===== config.mk =====
export PLATFORM = sky130hd
export DESIGN_NAME = fetch_queue
export DESIGN_NICKNAME = d
export VERILOG_FILES = /design/src/rtl/fetch_queue.sv
export SDC_FILE = /design/constraint.sdc
export NUM_CORES = 1
export LEC_CHECK = 0
export CAP_MARGIN = 20
export CELL_PAD_IN_SITES_DETAIL_PLACEMENT = 1
export CELL_PAD_IN_SITES_GLOBAL_PLACEMENT = 1
export CORE_MARGIN = 1.5
export CORE_UTILIZATION = 45
export CTS_BUF_LIST = sky130_fd_sc_hd__clkbuf_8
export DETAILED_ROUTE_END_ITERATION = 8
export PLACE_DENSITY = 0.77
export SKIP_LAST_GASP = 1
export SLEW_MARGIN = 20
export SYNTH_ARGS = -nofsm -noshare
export SYNTH_HDL_FRONTEND = slang
export SYNTH_SLANG_ARGS = --single-unit

===== constraint.sdc =====
create_clock -name clk -period 62.1 [get_ports clk]
set_input_delay 9.315 -clock clk [delete_from_list [all_inputs] [get_ports clk]]
set_output_delay 9.315 -clock clk [all_outputs]
set_load 0.005 [all_outputs]

===== src/rtl/fetch_queue.sv =====
// Fetch-to-decode bundle queue: circular FIFO with bubble drop on push and redirect flush.
// The bundle's valid flag sits in the MSB of the packed fet_bundle_t.
module fetch_queue #(
  parameter int DEPTH = 8,
  parameter int W     = 170
) (
  input  logic                       clk,
  input  logic                       rst,
  input  logic                       flush,
  input  logic                       in_valid,
  output logic                       in_ready,
  input  logic [W-1:0]               in_bundle,
  output logic                       out_valid,
  input  logic                       out_ready,
  output logic [W-1:0]               out_bundle,
  output logic [$clog2(DEPTH+1)-1:0] count
);
  localparam int AW = $clog2(DEPTH);
  localparam int CW = $clog2(DEPTH+1);

  logic [W-1:0]  mem [DEPTH];
  logic [AW-1:0] rptr, wptr;
  logic          push, pop, hs_in;

  assign in_ready   = (count != CW'(DEPTH));
  assign out_valid  = (count != '0);
  assign out_bundle = mem[rptr];

  // A bubble (bundle.valid=0) still completes the handshake but writes nothing.
  assign hs_in = in_valid & in_ready & ~flush;
  assign push  = hs_in & in_bundle[W-1];
  assign pop   = out_valid & out_ready & ~flush;

  always_ff @(posedge clk or posedge rst) begin
    if (rst) begin
      rptr  <= '0;
      wptr  <= '0;
      count <= '0;
    end else if (flush) begin
      rptr  <= '0;
      wptr  <= '0;
      count <= '0;
    end else begin
      if (push) wptr <= wptr + AW'(1);
      if (pop)  rptr <= rptr + AW'(1);
      case ({push, pop})
        2'b10:   count <= count + CW'(1);
        2'b01:   count <= count - CW'(1);
        default: count <= count;
      endcase
    end
  end

  // Storage is never reset; stale contents are unreachable once pointers clear.
  always_ff @(posedge clk) begin
    if (push && !rst) mem[wptr] <= in_bundle;
  end

endmodule


==> results.txt <==
CP endpoint kind - primary output
flip-flop and latch count after synthesis - 1370
worst relative slew slack - 18.1%
clock tree from TritonCTS - done
syn_area_per_cell - 25.2 um^2
wire length of the first global-routing pass - 174 mm
result of the run - finished clean
placeable core region - 113000 um^2
arrival time of data at the critical path endpoint - 5.66 ns
post-CTS setup buffer count - 0
type of origin of the critical path - register
Filler Cell Count - 9687
maximum number of pins on one net before global-route repair - 155
drt drc - 0
DR vias/cell - 5.50
Crit Path Class - register to primary output
CP Max Fanout - 51
Final Hold Vio Count - 0
placed wire-length estimate after detailed placement - 64.8 mm
power density of the placed cells - 33.7 nW/um^2
Initial DRC Count - 1507
hold_ws - 0.670 ns
GRT Residual Overflow - 0
number of warnings issued by yosys - 0
Final GP Congestion - 0.721
Clock Root Buffer - sky130_fd_sc_hd__clkbuf_8
Resized Gates After CTS - 0
overall via count from detail_route - 23288
CTS Buf Count - 216
count of input and output buffers - 350
antenna violations before repair - 21
Setup violations, final - 0
DR WL/cell - 27.3 um
peak clock frequency supported by timing - 0.0668 GHz
synthesized instance count - 2041
Tightest Pin Transition - 1.23 ns
global-route usage over all layers - 20.3%
number of nets with antenna violations after detailed routing - 0
share of cells above drive strength 1 - 30.5%
sum of negative setup slack - 0 ns
Clock Latency Late Sink - 0.90 ns
x dimension of the die - 341 um
worst hold-check path type - register to register
Final #Nets - 2740
maximum ir drop on the vdd rail - 0.0219 mV
worst-case clock buffer depth - 3
die area - 117000 um^2
hold buffer count at cts - 0
clock input transition at the sequential cells of the worst setup and hold paths - 0.05 ns
Top-Level Pins - 351
final clock skew - 0.0417 ns
total count of max-transition violations in the final report - 0
unrepaired setup endpoints after global routing - false
vias in the first global route - 26492
sequential area share after synthesis - 79.7%
number of distinct library cells after synthesis - 36
H-tree Lvls - 4
area growth from synthesis to layout - 18.2%
Cell Area, Synth - 51500 um^2
Final min period - 14.97 ns
number of clock sinks seen by CTS - 1370
final cycle utilization of the critical path - 24.1%
required time at the worst-slack endpoint - 52.79 ns
chip height - 341 um
number of placement rows - 123
leakage power - 0.0189 uW
overall routed net length - 116 mm
Max-Cap Viols - 0
synthesized net count - 2221
drt first pass iters - 5
effective utilization at floorplan - 45.6%
==> area by class of cell <==
type	instances	area, um^2	area share [%]
Sequential cell	1370	41100	67.5
Multi-Input combinational cell	571	10100	16.5
Inverter	1	3.75	0.00616
Antenna cell	10	25.0	0.0411
Clock buffer	219	3010	4.95
Tap cell	1500	1880	3.08
Clock inverter	166	872	1.43
Timing Repair Buffer	400	3950	6.49
==> path summary, 6_finish.rpt <==
check / start / end / slack (ns) / cells past startpoint
worst max-delay path: rptr[0]$_DFFE_PP0P_ / out_bundle[102] / 47.13 / 7
worst min-delay path: wptr[0]$_DFFE_PP0P_ / wptr[0]$_DFFE_PP0P_ / 0.67 / 2
worst max register to register: count[0]$_DFFE_PP0P_ / mem[4][133]$_DFFE_PP_ / 58.28 / 6
worst min register to register: wptr[0]$_DFFE_PP0P_ / wptr[0]$_DFFE_PP0P_ / 0.67 / 2
max in group asynchronous: rst / rptr[0]$_DFFE_PP0P_ / 52.65 / 2
min in group asynchronous: rst / rptr[1]$_DFFE_PP0P_ / 9.08 / 2
==> critical path, stage by stage, from the launching register on <==
cell	delay, ns
sky130_fd_sc_hd__dfrtp_4	0.73
sky130_fd_sc_hd__buf_16	0.33
sky130_fd_sc_hd__buf_6	0.61
sky130_fd_sc_hd__buf_4	0.77
sky130_fd_sc_hd__buf_4	0.83
sky130_fd_sc_hd__mux4_2	0.61
sky130_fd_sc_hd__mux2_2	0.29
sky130_fd_sc_hd__clkdlybuf4s50_1	0.47
==> cell families after synthesis <==
family          count (synthesis)  synth area share (%)
flops                        1370                  79.7
mux                           512                  18.6
buf+inv                       100                 0.852
simple gates                   38                 0.442
compound gates                 12                 0.155
fa+ha+maj                       5                 0.136
xor+xnor                        4                0.0680
==> cell usage in the layout (no fill, tap or decap), types with 4 or more instances in the layout <==
cell type                         count
sky130_fd_sc_hd__a21oi_1              5
sky130_fd_sc_hd__buf_4               44
sky130_fd_sc_hd__bufinv_16            4
sky130_fd_sc_hd__clkbuf_8           219
sky130_fd_sc_hd__clkdlybuf4s50_1    350
sky130_fd_sc_hd__clkinv_1            48
sky130_fd_sc_hd__clkinv_2            19
sky130_fd_sc_hd__clkinvlp_4           4
sky130_fd_sc_hd__dfrtp_1              7
sky130_fd_sc_hd__diode_2             10
sky130_fd_sc_hd__edfxtp_1          1360
sky130_fd_sc_hd__ha_1                 4
sky130_fd_sc_hd__inv_1               81
sky130_fd_sc_hd__inv_12               4
sky130_fd_sc_hd__mux2_2             170
sky130_fd_sc_hd__mux4_2             340
sky130_fd_sc_hd__nand2_1              4
sky130_fd_sc_hd__nand3_1              5
sky130_fd_sc_hd__nor2_1               5
sky130_fd_sc_hd__nor3_1               4
sky130_fd_sc_hd__nor4b_2              4
==> cells in the mapped netlist <==
| master | number | area share [%] |
|---|---|---|
| sky130_fd_sc_hd__inv_1 | 1 | 0.0073 |
| sky130_fd_sc_hd__xnor2_1 | 1 | 0.017 |
| sky130_fd_sc_hd__fa_1 | 1 | 0.039 |
| sky130_fd_sc_hd__a21o_1 | 1 | 0.015 |
| sky130_fd_sc_hd__buf_6 | 1 | 0.022 |
| sky130_fd_sc_hd__or4_1 | 1 | 0.015 |
| sky130_fd_sc_hd__mux2_2 | 170 | 3.7 |
| sky130_fd_sc_hd__nand2b_1 | 3 | 0.036 |
| sky130_fd_sc_hd__ha_1 | 4 | 0.097 |
| sky130_fd_sc_hd__o41ai_2 | 1 | 0.032 |
| sky130_fd_sc_hd__edfxtp_1 | 1360 | 79 |
| sky130_fd_sc_hd__clkbuf_1 | 37 | 0.27 |
| sky130_fd_sc_hd__o311ai_1 | 1 | 0.017 |
| sky130_fd_sc_hd__nor2_1 | 7 | 0.051 |
| sky130_fd_sc_hd__nor3b_2 | 1 | 0.024 |
| sky130_fd_sc_hd__a21oi_1 | 5 | 0.049 |
| sky130_fd_sc_hd__nand2_1 | 4 | 0.029 |
| sky130_fd_sc_hd__or3b_1 | 1 | 0.017 |
| sky130_fd_sc_hd__buf_1 | 16 | 0.12 |
| sky130_fd_sc_hd__o21ai_0 | 2 | 0.019 |
| sky130_fd_sc_hd__o21ai_1 | 1 | 0.0097 |
| sky130_fd_sc_hd__nor4_1 | 2 | 0.024 |
| sky130_fd_sc_hd__nand3_1 | 5 | 0.049 |
| sky130_fd_sc_hd__a21boi_0 | 1 | 0.015 |
| sky130_fd_sc_hd__dfrtp_1 | 10 | 0.49 |
| sky130_fd_sc_hd__mux2i_1 | 2 | 0.039 |
| sky130_fd_sc_hd__nor3_1 | 4 | 0.039 |
| sky130_fd_sc_hd__buf_2 | 45 | 0.44 |
| sky130_fd_sc_hd__nand4_1 | 1 | 0.012 |
| sky130_fd_sc_hd__and2_4 | 1 | 0.017 |
| sky130_fd_sc_hd__and3b_1 | 1 | 0.017 |
| sky130_fd_sc_hd__mux4_2 | 340 | 15 |
| sky130_fd_sc_hd__or4b_1 | 1 | 0.019 |
| sky130_fd_sc_hd__xor2_1 | 3 | 0.051 |
| sky130_fd_sc_hd__nor4b_1 | 4 | 0.068 |
| sky130_fd_sc_hd__and3_1 | 2 | 0.024 |
==> layer usage <==
metal | share of wire (%) | routed length, um | vias up | GRT usage, %
li1 | - | - | 9884 | -
met2 | 52 | 60500 | 639 | 34.6
met5 | 0.11 | 126 | - | 0
met4 | 2.3 | 2700 | 22 | 6.84
met1 | 39 | 45600 | 12529 | 25.1
met3 | 5.9 | 6810 | 214 | 5.53
==> registers in the layout, indices dropped and copies added, names as in the netlist <==
signal / flops
wptr: 3
mem: 1360
rptr: 3
count: 4
==> report_power, final <==
part | switching [uW] | total [uW] | leakage (uW) | internal [uW]
Clock | 349 | 694 | 0.00228 | 345
Sequential | 10.8 | 1040 | 0.0124 | 1020
Combinational | 133 | 319 | 0.00423 | 187
==> stage by stage <==
stage	setup WS [ns]	utilization [%]	std cells	total power, uW	instance area [um^2]
2_1_floorplan	33.73	-	2041	1240	51500
3_3_place_gp	47.42	50.4	3840	1370	56900
3_5_place_dp	47.30	50.4	3840	1380	56900
4_1_cts	46.31	53.8	4225	2070	60800
5_1_grt	46.52	53.9	4237	2130	60900
6_report	47.13	53.9	4237	2050	60900
(Power assumes the default switching activity.)
